### config.mk
export PLATFORM = sky130hd
export DESIGN_NAME = axi4_lite_read_master_engine
export DESIGN_NICKNAME = d
export VERILOG_FILES = /design/src/rtl/axi4_lite_read_master_engine.sv
export SDC_FILE = /design/constraint.sdc
export NUM_CORES = 1
export LEC_CHECK = 0
export BUFFER_PORTS_ARGS = -buffer_cell sky130_fd_sc_hd__buf_2
export CORE_ASPECT_RATIO = 0.75
export CORE_UTILIZATION = 56
export DETAILED_ROUTE_END_ITERATION = 16
export PLACE_DENSITY = 0.79
export SLEW_MARGIN = 15
export SYNTH_ARGS = -nofsm -noshare
export SYNTH_HDL_FRONTEND = slang
export SYNTH_SLANG_ARGS = --single-unit
### constraint.sdc
create_clock -name aclk -period 5.7 [get_ports aclk]
set_clock_uncertainty 0.15 [all_clocks]
set_input_delay 0.285 -clock aclk [delete_from_list [all_inputs] [get_ports aclk]]
set_output_delay 0.285 -clock aclk [all_outputs]
set_load 0.005 [all_outputs]
### src/rtl/axi4_lite_read_master_engine.sv
// AXI4-Lite read-master engine: command queue, AR issue FSM with per-command
// ARVALID delay, outstanding tracking, RREADY policy, response port and
// ARREADY/RVALID wait-timeout monitors.
module axi4_lite_read_master_engine #(
    parameter int ADDRESS_WIDTH     = 32,
    parameter int DATA_WIDTH        = 32,
    parameter int DELAY_WIDTH       = 5,
    parameter int CMD_DEPTH         = 4,
    parameter int MAX_OUTSTANDING   = 4,
    parameter int DEFAULT_READY     = 0,
    parameter int MAX_DELAY_ARREADY = 16,
    parameter int MAX_DELAY_RVALID  = 16
) (
    input  logic                                   aclk,
    input  logic                                   aresetn,
    input  logic                                   cmd_valid,
    output logic                                   cmd_ready,
    input  logic [ADDRESS_WIDTH-1:0]               cmd_addr,
    input  logic [2:0]                             cmd_prot,
    input  logic [DELAY_WIDTH-1:0]                 cmd_arvalid_delay,
    input  logic [DELAY_WIDTH-1:0]                 cmd_rready_delay,
    input  logic                                   cfg_blocking,
    input  logic [ADDRESS_WIDTH-1:0]               cfg_min_addr,
    input  logic [ADDRESS_WIDTH-1:0]               cfg_max_addr,
    input  logic                                   tmo_clear,
    output logic [ADDRESS_WIDTH-1:0]               araddr,
    output logic [2:0]                             arprot,
    output logic                                   arvalid,
    input  logic                                   arready,
    input  logic [DATA_WIDTH-1:0]                  rdata,
    input  logic [1:0]                             rresp,
    input  logic                                   rvalid,
    output logic                                   rready,
    output logic                                   rsp_valid,
    output logic [DATA_WIDTH-1:0]                  rsp_data,
    output logic [1:0]                             rsp_resp,
    output logic                                   rsp_err,
    output logic                                   addr_err,
    output logic [$clog2(MAX_OUTSTANDING+1)-1:0]   outstanding,
    output logic                                   arready_timeout,
    output logic                                   rvalid_timeout
);
    localparam int QAW = $clog2(CMD_DEPTH);
    localparam int QCW = $clog2(CMD_DEPTH + 1);
    localparam int OW  = $clog2(MAX_OUTSTANDING + 1);
    localparam int DIW = (MAX_OUTSTANDING > 1) ? $clog2(MAX_OUTSTANDING) : 1;
    localparam int ATW = $clog2(MAX_DELAY_ARREADY + 1);
    localparam int RTW = $clog2(MAX_DELAY_RVALID + 1);

    localparam logic [QCW-1:0]         Q_FULL = QCW'(CMD_DEPTH);
    localparam logic [OW-1:0]          O_MAX  = OW'(MAX_OUTSTANDING);
    localparam logic [DIW-1:0]         D_LAST = DIW'(MAX_OUTSTANDING - 1);
    localparam logic [ATW-1:0]         AT_MAX = ATW'(MAX_DELAY_ARREADY);
    localparam logic [ATW-1:0]         AT_SET = ATW'(MAX_DELAY_ARREADY - 1);
    localparam logic [RTW-1:0]         RT_MAX = RTW'(MAX_DELAY_RVALID);
    localparam logic [RTW-1:0]         RT_SET = RTW'(MAX_DELAY_RVALID - 1);
    localparam logic [DELAY_WIDTH-1:0] DLY_ONE = DELAY_WIDTH'(1);

    typedef enum logic [1:0] {S_IDLE, S_DELAY, S_ADDR} state_t;

    // command queue
    logic [ADDRESS_WIDTH-1:0] q_addr [CMD_DEPTH];
    logic [2:0]               q_prot [CMD_DEPTH];
    logic [DELAY_WIDTH-1:0]   q_ard  [CMD_DEPTH];
    logic [DELAY_WIDTH-1:0]   q_rrd  [CMD_DEPTH];
    logic [QAW-1:0]           q_wp, q_rp;
    logic [QCW-1:0]           q_cnt, q_cnt_nxt;

    // outstanding-read RREADY delay FIFO, occupancy == outstanding
    logic [DELAY_WIDTH-1:0]   d_fifo [MAX_OUTSTANDING];
    logic [DIW-1:0]           d_wp, d_rp;

    state_t                   state;
    logic [DELAY_WIDTH-1:0]   dcnt, cur_rrd, r_cnt;
    logic                     r_wait;
    logic [ATW-1:0]           at_cnt;
    logic [RTW-1:0]           rt_cnt;
    logic                     push, pop, issue_ok, out_of_range, ar_hs, r_hs;

    // handshake, issue and queue-occupancy decode
    always_comb begin
        push         = cmd_valid && cmd_ready;
        issue_ok     = cfg_blocking ? (outstanding == '0) : (outstanding < O_MAX);
        pop          = (state == S_IDLE) && (q_cnt != '0) && issue_ok;
        out_of_range = (q_addr[q_rp] < cfg_min_addr) || (q_addr[q_rp] > cfg_max_addr);
        ar_hs        = arvalid && arready;
        // a beat with nothing outstanding is never accepted, even if rready idles high
        r_hs         = rvalid && rready && (outstanding != '0);
        q_cnt_nxt    = q_cnt;
        if (push && !pop) q_cnt_nxt = q_cnt + QCW'(1);
        if (pop && !push) q_cnt_nxt = q_cnt - QCW'(1);
    end

    // queue storage writes (no reset needed, guarded by pointers)
    always_ff @(posedge aclk) begin
        if (push) begin
            q_addr[q_wp] <= cmd_addr;
            q_prot[q_wp] <= cmd_prot;
            q_ard[q_wp]  <= cmd_arvalid_delay;
            q_rrd[q_wp]  <= cmd_rready_delay;
        end
    end

    // queue pointers, count and registered cmd_ready
    always_ff @(posedge aclk) begin
        if (!aresetn) begin
            q_wp      <= '0;
            q_rp      <= '0;
            q_cnt     <= '0;
            cmd_ready <= 1'b0;
        end else begin
            if (push) q_wp <= q_wp + QAW'(1);
            if (pop)  q_rp <= q_rp + QAW'(1);
            q_cnt     <= q_cnt_nxt;
            cmd_ready <= (q_cnt_nxt != Q_FULL);
        end
    end

    // AR issue FSM: range check on pop, optional delay, hold AR until ready
    always_ff @(posedge aclk) begin
        if (!aresetn) begin
            state    <= S_IDLE;
            dcnt     <= '0;
            cur_rrd  <= '0;
            araddr   <= '0;
            arprot   <= '0;
            arvalid  <= 1'b0;
            addr_err <= 1'b0;
        end else begin
            addr_err <= 1'b0;
            case (state)
                S_IDLE: if (pop) begin
                    if (out_of_range) begin
                        addr_err <= 1'b1;
                    end else begin
                        araddr  <= q_addr[q_rp];
                        arprot  <= q_prot[q_rp];
                        cur_rrd <= q_rrd[q_rp];
                        if (q_ard[q_rp] == '0) begin
                            state   <= S_ADDR;
                            arvalid <= 1'b1;
                        end else begin
                            state <= S_DELAY;
                            dcnt  <= q_ard[q_rp];
                        end
                    end
                end
                S_DELAY: begin
                    if (dcnt == DLY_ONE) begin
                        state   <= S_ADDR;
                        arvalid <= 1'b1;
                    end else begin
                        dcnt <= dcnt - DLY_ONE;
                    end
                end
                S_ADDR: if (arready) begin
                    arvalid <= 1'b0;
                    state   <= S_IDLE;
                end
                default: state <= S_IDLE;
            endcase
        end
    end

    // outstanding count and per-read RREADY delay FIFO
    always_ff @(posedge aclk) begin
        if (!aresetn) begin
            d_wp        <= '0;
            d_rp        <= '0;
            outstanding <= '0;
        end else begin
            if (ar_hs) begin
                d_fifo[d_wp] <= cur_rrd;
                d_wp         <= (d_wp == D_LAST) ? '0 : d_wp + DIW'(1);
            end
            if (r_hs) d_rp <= (d_rp == D_LAST) ? '0 : d_rp + DIW'(1);
            if (ar_hs && !r_hs) outstanding <= outstanding + OW'(1);
            if (r_hs && !ar_hs) outstanding <= outstanding - OW'(1);
        end
    end

    // RREADY policy: idle-high, or raised D+1 cycles after RVALID is seen
    always_ff @(posedge aclk) begin
        if (!aresetn) begin
            rready <= 1'b0;
            r_wait <= 1'b0;
            r_cnt  <= '0;
        end else if (DEFAULT_READY != 0) begin
            rready <= 1'b1;
        end else if (r_hs) begin
            rready <= 1'b0;
            r_wait <= 1'b0;
        end else if (r_wait) begin
            if (r_cnt == DLY_ONE) begin
                rready <= 1'b1;
                r_wait <= 1'b0;
            end else begin
                r_cnt <= r_cnt - DLY_ONE;
            end
        end else if (!rready && rvalid && (outstanding != '0)) begin
            if (d_fifo[d_rp] == '0) begin
                rready <= 1'b1;
            end else begin
                r_wait <= 1'b1;
                r_cnt  <= d_fifo[d_rp];
            end
        end
    end

    // completion port: one-cycle pulse with registered beat
    always_ff @(posedge aclk) begin
        if (!aresetn) begin
            rsp_valid <= 1'b0;
            rsp_data  <= '0;
            rsp_resp  <= '0;
            rsp_err   <= 1'b0;
        end else begin
            rsp_valid <= r_hs;
            if (r_hs) begin
                rsp_data <= rdata;
                rsp_resp <= rresp;
                rsp_err  <= (rresp != 2'b00);
            end
        end
    end

    // wait-timeout monitors; a set in the same cycle as tmo_clear wins
    always_ff @(posedge aclk) begin
        if (!aresetn) begin
            at_cnt          <= '0;
            rt_cnt          <= '0;
            arready_timeout <= 1'b0;
            rvalid_timeout  <= 1'b0;
        end else begin
            if (arvalid && !arready) begin
                if (at_cnt != AT_MAX) at_cnt <= at_cnt + ATW'(1);
            end else begin
                at_cnt <= '0;
            end
            if ((outstanding != '0) && !rvalid) begin
                if (rt_cnt != RT_MAX) rt_cnt <= rt_cnt + RTW'(1);
            end else begin
                rt_cnt <= '0;
            end
            if (arvalid && !arready && (at_cnt == AT_SET)) arready_timeout <= 1'b1;
            else if (tmo_clear)                            arready_timeout <= 1'b0;
            if ((outstanding != '0) && !rvalid && (rt_cnt == RT_SET)) rvalid_timeout <= 1'b1;
            else if (tmo_clear)                                       rvalid_timeout <= 1'b0;
        end
    end
endmodule
==> metrics.yaml <==
clock_tree:
  root_buffer: "clkbuf_16"
  cts_sinks: 323
  clk_latency_ns: 0.56
  numCtsBuffers: 31
  post_cts_buffers: 0
  clk_pin_slew_worst_paths_ns: 0.06
  cts.path.max_buffers: 3
  holdBufCountCts: 82
  ctsResizeCount: 0
  tritoncts: "built"
  h-tree-depth: 1
grt:
  antenna_found_initial: 2
  grt_max_degree: 81
  grt_usage: 0.261
  grt_pass1_wl_um: 51600
  grt_pass1_vias: 9672
  grt_overflow_total: 0
timing:
  rsz0062_at_grt: "false"
  setup_ws_ns: 1.24
  hold_viol_final: 0
  worst_slew_pin_slew_ns: 0.930
  setup_viol: 0
  slew_headroom: 0.380
  maxSlewViolCount: 0
  fin_crit_sh: 0.782
  fmaxAchievable_mhz: 224
  post-route-min-period_ns: 4.46
  tns_ns: 0
synthesis:
  yosys.area.top_type: "edfxtp_1"
  avgSynthCellArea_sq_um: 13.1
  yosys.area_share.simple: 0.0881
  synthDistinctLibCells: 62
  synth_edf_count: 200
  synth-seq-cells: 323
  ys_async_sr_fraction: 0
  synth_fa_ha_area_frac: 0.0790
  synthMuxAreaShare: 0.112
  synth-compound-area-share: 0.0644
  ys_warn_count: 0
  synth.area.top_cells: "edfxtp_1 (43%), dfxtp_1 (18%), mux4_2 (8.1%)"
  yosysMostFrequentCell: "edfxtp_1"
  synth_top_family_by_area: "multiplexers"
  synth_top_cell_area_share: 0.433
  synth-main-ff-cell: "edfxtp_1"
  synth_cells: 1061
  synth_common_cells: "edfxtp_1 (200), dfxtp_1 (123), nand2_1 (102)"
  ys_seq_area_frac: 0.610
  synth_fp_nets: 1298
  synth_xor_area_frac: 0.00758
  synthesis.area_sq_um: 13900
placed_design:
  io_buffers: 229
  dp_hpwl_um: 21100
  dp_slack_ns: 1.40
  gp_congestion: 0.888
  dpl.cell_count: 1596
route:
  wl_met1_um: 13900
  top_layer_used: "met4"
  avgViaCountPerCell: 5.53
  num_vias: 9608
  routed_wl_um: 32400
  wl_met2_um: 15100
  route.detailed.drc: 0
  dr_wl_met3_um: 2410
  dr.pass1.iters: 4
  drt_iter0_drc: 727
  postRouteAntennaNets: 0
  wl_per_cell_um: 18.6
floorplan:
  die_w_um: 184
  start_util: 0.574
  pin_count: 230
  core-area_sq_um: 24200
  die_h_um: 138
  std_cell_rows: 49
  die-area_sq_um: 25400
worst_hold_path:
  hp-class: "primary input to register"
power_and_ir_drop:
  power_density_nw_per_um2: 430
  ir_drop_v: 0.000325
  leakagePower_uw: 0.00689
final_layout:
  instances_no_fill: 1737
  layout-drive-gt1-share: 0.257
  fill_cells: 1643
  areaGrowthSynthToFinish_pct: 24.5
  fin_nets: 1617
worst_setup_path:
  cp.arrival_ns: 4.73
  crit_path_start_kind: "register"
  worstPathMaxFanout: 22
  worstSetupEndpointType: "register"
  crit_required_ns: 5.97
  path_class: "register to register"
run:
  drv_cap: 0
status:
  status: "finished, final reports clean"
-- report_power, final --
group / internal [uW] / leakage, uW / switching [uW]
sequential: 2800 / 0.00282 / 238
combinational: 1030 / 0.00355 / 1220
clock: 1280 / 0.000518 / 861
total: 5110 / 0.00689 / 2320
-- per-stage QoR --
stage	hold slack, ns	util	area (sq um)	total power [uW]
detailed placement	0.292	0.636	15400	5250
CTS	0.00178	0.715	17300	7440
finish	0.0184	0.715	17300	7430
global placement	0.289	0.636	15400	5170
floorplan	0.234	-	13900	4590
global route	0.0467	0.715	17300	7820
-- metal layers --
| layer | up-vias | track usage |
|---|---|---|
| li1 | 4504 | - |
| met1 | 4610 | 0.367 |
| met2 | 425 | 0.416 |
| met3 | 69 | 0.0456 |
| met4 | 0 | 0.0833 |
| met5 | - | 0 |
-- critical path: stages (launching register included) --
cell       delay, ns
dfxtp_2         0.49
buf_4           0.43
mux4_2          0.62
ha_1            0.32
nand4_1         0.20
a21oi_1         0.06
a2111oi_0       0.67
a21oi_1         0.29
nor4b_4         0.32
buf_4           0.43
mux2i_1         0.26
nor2_1          0.06
-- cells in the final DEF, fill, tap and decap left out, types with 6 or more instances in the layout --
cell type and instances:
clkinv_1 7, ha_1 86, xnor2_1 6, buf_2 229
mux2i_1 42, clkbuf_16 31, xor2_1 6, nor3_1 13
dfxtp_1 121, nand2_1 102, nand3_1 18, nor2_1 85
and3_1 9, edfxtp_1 200, o21ai_0 18, buf_4 13
a21oi_1 81, mux4_2 50, dlygate4sd3_1 82, inv_1 95
nand4_1 13, clkinv_2 7, bufinv_16 6
-- worst paths after layout --
check | start | to | slack, ns | cells past startpoint
min reg2reg | rsp_data[11] | rsp_data[11] | 0.30 | 2
max | register | araddr[27] | 1.24 | 11
min | rvalid | rt_cnt[4] | 0.02 | 3
max reg2reg | register | araddr[27] | 1.24 | 11
-- state kept, by name, indices dropped and copies added (netlist names), 12 cells and up, named ones only --
name and cells:
araddr 32, q_addr 128, rsp_data 32, q_rrd 20
d_fifo 20, q_prot 12, q_ard 20
-- cell type report --
class                           count  area, sq um  share of cell area
Clock buffer                       34          797              0.0462
Timing Repair Buffer              324         2060               0.120
Multi-Input combinational cell    603         4880               0.283
Tap cell                          331          414              0.0240
Antenna cell                        2         5.00            0.000290
Inverter                           97          365              0.0212
Sequential cell                   323         8470               0.491
Clock inverter                     23          270              0.0157
-- kinds of logic (layout without fill, tap and decap cells) --
group	after synthesis	after routing
other	0	2
xor gates and xnor gates	12	12
DFF	323	323
muxes	93	93
buffers and inverters	135	478
adders and majority gates	87	87
AOI/OAI and AO/OA	142	142
and+or+nand+nor	269	269
(Power assumes the default switching activity.)
